===== src/rtl/tpu_bram_port_arbiter_if.sv =====
// ---------------------------------------------------------------------------
// tpu_bram_port_arbiter_if
// One requester's view of a shared matrix-BRAM port.
//   req    : access request, held with addr/wdata/we until granted
//   addr   : word address
//   wdata  : write data, MAT_MUL_SIZE*DWIDTH bits
//   we     : byte-lane write mask, all-zero means read
//   gnt    : registered grant; an access happens on every req && gnt cycle
//   rvalid : read data valid for this requester, one cycle after a read
// Modports: master = requester side, slave = arbiter side.
// ---------------------------------------------------------------------------
interface tpu_bram_port_arbiter_if #(
  parameter int AWIDTH       = 10,
  parameter int DWIDTH       = 8,
  parameter int MAT_MUL_SIZE = 4,
  parameter int MASK_WIDTH   = 4
) ();
  logic                           req;
  logic [AWIDTH-1:0]              addr;
  logic [MAT_MUL_SIZE*DWIDTH-1:0] wdata;
  logic [MASK_WIDTH-1:0]          we;
  logic                           gnt;
  logic                           rvalid;

  modport master (output req, addr, wdata, we, input gnt, rvalid);
  modport slave  (input req, addr, wdata, we, output gnt, rvalid);
endinterface


===== src/rtl/tpu_bram_port_arbiter.sv =====
// ---------------------------------------------------------------------------
// tpu_bram_port_arbiter
// Shares one external port of a matrix BRAM between the host loader (h) and
// the matmul engine (e). Registered round-robin grant with bubble-free
// handover, optional burst-limited tenure, per-requester read-valid strobe.
//
// Ports:
//   clk, resetn  : clock, synchronous active-low reset
//   h, e         : requester ports (tpu_bram_port_arbiter_if.slave)
//   rdata        : broadcast of bram_rdata to both requesters
//   bram_addr    : address to BRAM
//   bram_wdata   : write data to BRAM
//   bram_we      : byte-lane write enable to BRAM
//   bram_rdata   : BRAM read data (1-cycle registered read)
//
// Build option: define ARB_BURST_LIMIT_EN to compile in the burst counter
// that forces a handover after MAX_BURST accesses when the other requester
// is waiting. Without it the owner keeps the port until it drops req.
// ---------------------------------------------------------------------------
module tpu_bram_port_arbiter #(
  parameter int AWIDTH       = 10,
  parameter int DWIDTH       = 8,
  parameter int MAT_MUL_SIZE = 4,
  parameter int MASK_WIDTH   = 4,
  parameter int MAX_BURST    = 16
) (
  input  logic                           clk,
  input  logic                           resetn,
  tpu_bram_port_arbiter_if.slave         h,
  tpu_bram_port_arbiter_if.slave         e,
  output logic [MAT_MUL_SIZE*DWIDTH-1:0] rdata,
  output logic [AWIDTH-1:0]              bram_addr,
  output logic [MAT_MUL_SIZE*DWIDTH-1:0] bram_wdata,
  output logic [MASK_WIDTH-1:0]          bram_we,
  input  logic [MAT_MUL_SIZE*DWIDTH-1:0] bram_rdata
);

  typedef enum logic [1:0] {
    IDLE  = 2'd0,
    OWN_H = 2'd1,
    OWN_E = 2'd2
  } state_t;

  state_t state_r;
  state_t state_nxt_s;
  logic   last_e_r;     // 1: engine was served most recently, 0: host
  logic   h_rvalid_r;
  logic   e_rvalid_r;
  logic   h_acc_s;
  logic   e_acc_s;
  logic   h_rd_s;
  logic   e_rd_s;
  logic   limit_hit_s;

  if ((MAX_BURST < 2) || (MAX_BURST > 255)) begin : g_bad_max_burst
    $error("MAX_BURST must be in 2..255");
  end

  assign h_acc_s = h.req && (state_r == OWN_H);
  assign e_acc_s = e.req && (state_r == OWN_E);
  assign h_rd_s  = h_acc_s && (h.we == {MASK_WIDTH{1'b0}});
  assign e_rd_s  = e_acc_s && (e.we == {MASK_WIDTH{1'b0}});

`ifdef ARB_BURST_LIMIT_EN
  localparam logic [7:0] BURST_LAST_C = 8'(MAX_BURST - 1);
  localparam logic [7:0] BURST_MAX_C  = 8'(MAX_BURST);

  logic [7:0] burst_cnt_r;

  // The limit fires on the access that would be number MAX_BURST.
  assign limit_hit_s = (h_acc_s || e_acc_s) && (burst_cnt_r == BURST_LAST_C);

  // Burst counter: clears on every tenure change, saturates at MAX_BURST.
  always_ff @(posedge clk) begin
    if (!resetn) begin
      burst_cnt_r <= 8'd0;
    end else if (state_nxt_s != state_r) begin
      burst_cnt_r <= 8'd0;
    end else if ((h_acc_s || e_acc_s) && (burst_cnt_r != BURST_MAX_C)) begin
      burst_cnt_r <= burst_cnt_r + 8'd1;
    end else begin
      burst_cnt_r <= burst_cnt_r;
    end
  end
`else
  assign limit_hit_s = 1'b0;
`endif

  // State, round-robin history and read-valid registers.
  always_ff @(posedge clk) begin
    if (!resetn) begin
      state_r    <= IDLE;
      last_e_r   <= 1'b1;
      h_rvalid_r <= 1'b0;
      e_rvalid_r <= 1'b0;
    end else begin
      state_r    <= state_nxt_s;
      h_rvalid_r <= h_rd_s;
      e_rvalid_r <= e_rd_s;
      if (state_nxt_s == OWN_H) begin
        last_e_r <= 1'b0;
      end else if (state_nxt_s == OWN_E) begin
        last_e_r <= 1'b1;
      end else begin
        last_e_r <= last_e_r;
      end
    end
  end

  // Next-state selection and BRAM port mux.
  always_comb begin
    state_nxt_s = state_r;
    bram_addr   = {AWIDTH{1'b0}};
    bram_wdata  = {(MAT_MUL_SIZE*DWIDTH){1'b0}};
    bram_we     = {MASK_WIDTH{1'b0}};
    case (state_r)
      IDLE: begin
        // On a tie the requester not served last wins.
        if (h.req && e.req) begin
          state_nxt_s = last_e_r ? OWN_H : OWN_E;
        end else if (h.req) begin
          state_nxt_s = OWN_H;
        end else if (e.req) begin
          state_nxt_s = OWN_E;
        end else begin
          state_nxt_s = IDLE;
        end
      end
      OWN_H: begin
        bram_addr  = h.addr;
        bram_wdata = h.wdata;
        bram_we    = h.req ? h.we : {MASK_WIDTH{1'b0}};
        if (!h.req) begin
          state_nxt_s = e.req ? OWN_E : IDLE;
        end else if (limit_hit_s && e.req) begin
          state_nxt_s = OWN_E;
        end else begin
          state_nxt_s = OWN_H;
        end
      end
      OWN_E: begin
        bram_addr  = e.addr;
        bram_wdata = e.wdata;
        bram_we    = e.req ? e.we : {MASK_WIDTH{1'b0}};
        if (!e.req) begin
          state_nxt_s = h.req ? OWN_H : IDLE;
        end else if (limit_hit_s && h.req) begin
          state_nxt_s = OWN_H;
        end else begin
          state_nxt_s = OWN_E;
        end
      end
      default: begin
        state_nxt_s = IDLE;
      end
    endcase
  end

  assign h.gnt    = (state_r == OWN_H);
  assign e.gnt    = (state_r == OWN_E);
  assign h.rvalid = h_rvalid_r;
  assign e.rvalid = e_rvalid_r;
  assign rdata    = bram_rdata;

endmodule


===== src/flat_wrapper.sv =====
// flat-port wrapper written by rule: the top's interface ports become plain ports
module tpu_bram_port_arbiter_flat 
#(
  parameter int AWIDTH       = 10,
  parameter int DWIDTH       = 8,
  parameter int MAT_MUL_SIZE = 4,
  parameter int MASK_WIDTH   = 4,
  parameter int MAX_BURST    = 16
)
  (clk, resetn, rdata, bram_addr, bram_wdata, bram_we, bram_rdata, h_req, h_addr, h_wdata, h_we, h_gnt, h_rvalid, e_req, e_addr, e_wdata, e_we, e_gnt, e_rvalid);
  tpu_bram_port_arbiter_if #(.AWIDTH(AWIDTH), .DWIDTH(DWIDTH), .MAT_MUL_SIZE(MAT_MUL_SIZE), .MASK_WIDTH(MASK_WIDTH)) h_i ();
  tpu_bram_port_arbiter_if #(.AWIDTH(AWIDTH), .DWIDTH(DWIDTH), .MAT_MUL_SIZE(MAT_MUL_SIZE), .MASK_WIDTH(MASK_WIDTH)) e_i ();
  input  logic clk;
  input  logic resetn;
  output logic [MAT_MUL_SIZE*DWIDTH-1:0] rdata;
  output logic [AWIDTH-1:0] bram_addr;
  output logic [MAT_MUL_SIZE*DWIDTH-1:0] bram_wdata;
  output logic [MASK_WIDTH-1:0] bram_we;
  input  logic [MAT_MUL_SIZE*DWIDTH-1:0] bram_rdata;
  input wire logic [$bits(h_i.req)-1:0] h_req;
  input wire logic [$bits(h_i.addr)-1:0] h_addr;
  input wire logic [$bits(h_i.wdata)-1:0] h_wdata;
  input wire logic [$bits(h_i.we)-1:0] h_we;
  output wire logic [$bits(h_i.gnt)-1:0] h_gnt;
  output wire logic [$bits(h_i.rvalid)-1:0] h_rvalid;
  input wire logic [$bits(e_i.req)-1:0] e_req;
  input wire logic [$bits(e_i.addr)-1:0] e_addr;
  input wire logic [$bits(e_i.wdata)-1:0] e_wdata;
  input wire logic [$bits(e_i.we)-1:0] e_we;
  output wire logic [$bits(e_i.gnt)-1:0] e_gnt;
  output wire logic [$bits(e_i.rvalid)-1:0] e_rvalid;
  assign h_i.req = h_req;
  assign h_i.addr = h_addr;
  assign h_i.wdata = h_wdata;
  assign h_i.we = h_we;
  assign h_gnt = h_i.gnt;
  assign h_rvalid = h_i.rvalid;
  assign e_i.req = e_req;
  assign e_i.addr = e_addr;
  assign e_i.wdata = e_wdata;
  assign e_i.we = e_we;
  assign e_gnt = e_i.gnt;
  assign e_rvalid = e_i.rvalid;
  tpu_bram_port_arbiter #(.AWIDTH(AWIDTH), .DWIDTH(DWIDTH), .MAT_MUL_SIZE(MAT_MUL_SIZE), .MASK_WIDTH(MASK_WIDTH), .MAX_BURST(MAX_BURST)) u_core (.clk(clk), .resetn(resetn), .h(h_i), .e(e_i), .rdata(rdata), .bram_addr(bram_addr), .bram_wdata(bram_wdata), .bram_we(bram_we), .bram_rdata(bram_rdata));
endmodule

===== config.mk =====
export PLATFORM = sky130hd
export DESIGN_NAME = tpu_bram_port_arbiter_flat
export DESIGN_NICKNAME = d
export VERILOG_FILES = /design/src/rtl/tpu_bram_port_arbiter_if.sv /design/src/rtl/tpu_bram_port_arbiter.sv /design/src/flat_wrapper.sv
export SDC_FILE = /design/constraint.sdc
export NUM_CORES = 1
export LEC_CHECK = 0
export ABC_AREA = 1
export CORE_AREA = 2 2 81 83
export DETAILED_ROUTE_END_ITERATION = 7
export DIE_AREA = 0 0 83 85
export PLACE_DENSITY = 0.77
export SKIP_CTS_REPAIR_TIMING = 1
export SYNTH_ARGS = -nofsm -noshare
export SYNTH_HDL_FRONTEND = slang
export SYNTH_SLANG_ARGS = --single-unit

===== constraint.sdc =====
create_clock -name clk -period 1.9 [get_ports clk]
set_clock_uncertainty 0.1 [all_clocks]
set_input_delay 0.19 -clock clk [delete_from_list [all_inputs] [get_ports clk]]
set_output_delay 0.19 -clock clk [all_outputs]
set_load 0.005 [all_outputs]

==> summary.txt <==
Critical path
  • Critical Path End Type: output pin
  • Reg2reg path depth: 11
  • Most used cell, CP: inv_2
  • Buffers & Inverters on Critical Path: 4
  • Worst r2r src: u_core.state_r[1]$_SDFF_PN0_
  • Crit-path max FO: 19
  • Flop-to-flop setup slack: 0.18 ns
  • CP startpoint: u_core.state_r[1]$_SDFF_PN0_
  • Worst Path Required: 1.61 ns
  • CP max-delay cell: clkdlybuf4s50_1
  • Crit path cell chain: inv_2 > ha_1 > inv_2 > buf_12 > a21oi_1 > clkdlybuf4s50_1
  • Worst r2r dst: u_core.last_e_r$_SDFFE_PN1P_
  • Startpoint types: flop
  • Crit Path Class: reg -> out
  • End point of the critical path: bram_wdata[12]
  • CP delay by family, top: buffers and inverters
  • Arr. time, crit path: 1.84 ns
  • Levels on crit path: 6
  • Crit path largest cell delay: 0.51 ns

Global routing
  • Global-route wire length before repair: 8.34 mm
  • Largest net degree at the start of global routing: 40
  • Initial antenna violation count: 0
  • Vias in the first global route: 1,877
  • Remaining global-route overflow: 0
  • Overall routing resource usage: 13.9%

Yosys
  • Synth Instances: 232
  • Synth area leader: nand2_1
  • Distinct cells, synth: 17
  • Synthesized flop and latch total: 5
  • Syn_area_per_cell: 5.31 sq um
  • Synth Warn #: 0
  • Ranking of synthesized cells by area: nand2_1 (31%), buf_4 (25%), a21oi_1 (20%)
  • Mapped Area: 1230 sq um
  • Sequential area share after synthesis: 8.13%
  • Syn_nets: 365
  • Yosys top cell area share: 31.4%

Drt
  • DRC violations left: 0
  • TritonRoute pass-1 iters: 4
  • Iter 0 DRT Violations: 74
  • Post-DR vias/cell: 4.35
  • Vias after detailed routing: 1,851
  • Routed WL: 5.58 mm
  • DR WL/cell: 13.1 um
  • Final ANT Viol Nets: 0

Die
  • IO Count: 210
  • Core area: 6200 sq um
  • Site row count: 29
  • Die width: 83 um
  • Die area: 7060 sq um
  • Initial core utilization: 19.8%
  • Height of the die: 85 um

Timing
  • Max Clock Freq: 468 MHz
  • Final Setup Violations: 1
  • Unrepaired setup endpoints after global routing: true
  • Min Hold Slack: 0.280 ns
  • Fin crit share: 112%
  • Max_slew headroom: 85.8%
  • Final Hold Viols: 0
  • Worst-Margin Slew: 0.211 ns
  • Setup ws final: -0.235 ns
  • Fin. max-slew vios: 0
  • Post-layout min period: 2.13 ns

Clock tree
  • CTS tree: yes
  • Root Driver: clkbuf_8
  • Worst-path clk slew: 0.04 ns
  • CTS Sinks: 5
  • H-tree lvl count: 1
  • Worst-Skew Late Latency: 0.23 ns
  • Max clock buf depth: 2
  • Num CTS Buffers: 3

Place
  • DP HPWL: 3.97 mm
  • IO Port Bufs: 145
  • DP Cell Count: 419
  • GP Congestion: 0.835
  • Cell Area, Placed: 2590 sq um
  • Place WS: -0.0733 ns

Outcome
  • Failing checks: negative setup slack
  • Status: finished, violations left

Finish
  • Non-Filler Instances: 426
  • Area of the multi-input gates: 793 sq um
  • Sequential Area: 103 sq um
  • Layout cells sized above 1: 8.60%
  • Most common cell after layout, fill and taps aside: nand2_1
  • # nets final: 483
  • Commonest cells after routing, fill and taps aside: nand2_1 (103), clkdlybuf4s50_1 (100), a21oi_1 (47)
  • Final Cell Area: 2850 sq um
  • Antenna cells: 0
  • Area delta synth->final: 132%
  • # fillers: 605

Power and ir drop
  • Tot Pwr: 1.11 mW
  • LEAKAGE: 1.78 nW
  • Max VDD drop: 359 uV
  • PwrDens: 390 nW/um^2

Hold path
  • Hold Path Class: in -> out
  • Hold wc startpoint: bram_rdata[10]

Run
  • Max-cap violations: 0
## flip-flops by register name, indices dropped and copies added (netlist names)
register,flops
u_core.state_r,2
u_core.e.rvalid,1
u_core.last_e_r,1
u_core.h.rvalid,1
## synthesized netlist by cell type
master    instances
clkbuf_1          2
o21ai_0           1
nor2_2            1
buf_4            41
nand2_1         103
nor4_1            2
inv_1            10
nand3_1           1
nand2_2           2
ha_1              5
or2_0             1
buf_2             3
dfxtp_1           5
inv_2             2
clkinv_1          1
a21oi_1          48
nor2_1            4
## cells by family (layout without fill, tap and decap cells)
group,after synthesis,count (layout),synth area share [%]
AO/OA/AOI/OAI,49,49,19.9
AND/OR/NAND/NOR,114,114,36.1
buffers and inverters,59,176,30.8
flip-flops,5,5,8.13
adder cells (fa/ha/maj),5,5,5.08
## layout make-up
cell class / count / share of cell area (%)
Timing Repair Buffer: 159 / 61.9
Multi-Input combinational cell: 168 / 27.8
Clock buffer: 4 / 1.58
Inverter: 13 / 1.71
Sequential cell: 5 / 3.60
Tap cell: 77 / 3.38
## metrics by stage
stage,TNS (ns),utilization [%]
floorplan,0,-
global placement,-0.209,41.8
detailed placement,-1.36,41.8
CTS,-13.22,42.5
global route,-0.333,46.0
finish,-0.235,46.0
## power by group
group | internal [mW] | total [mW] | switching, mW
registers | 0.119 | 0.133 | 0.0147
logic | 0.452 | 0.775 | 0.323
clock network | 0.145 | 0.205 | 0.0599
total | 0.715 | 1.11 | 0.398
## metal layers
metal | up-vias | track usage [%] | wire (um)
met2 | 93 | 25.5 | 2770
met3 | 28 | 4.18 | 491
met5 | - | 0 | 0
met1 | 800 | 14.0 | 2090
li1 | 930 | - | -
met4 | 0 | 7.75 | 233
## worst min path at each step
stage | to | slack [ns] | depth (start not counted)
after floorplan | u_core.e.rvalid$_SDFF_PN0_ | 0.17 | 1
after global placement | rdata[12] | 0.28 | 0
after detailed placement | rdata[12] | 0.28 | 0
after CTS | rdata[12] | 0.28 | 0
after global routing | rdata[10] | 0.28 | 0
final | rdata[10] | 0.28 | 0
## worst register-to-register path: cells and delay by family, from the launching register on
family	cells	cell delay (ns)
simple gates	4	0.28
compound gates	2	0.19
fa+ha+maj	2	0.41
flops	1	0.34
buf+inv	3	0.29
(Power assumes the default switching activity.)
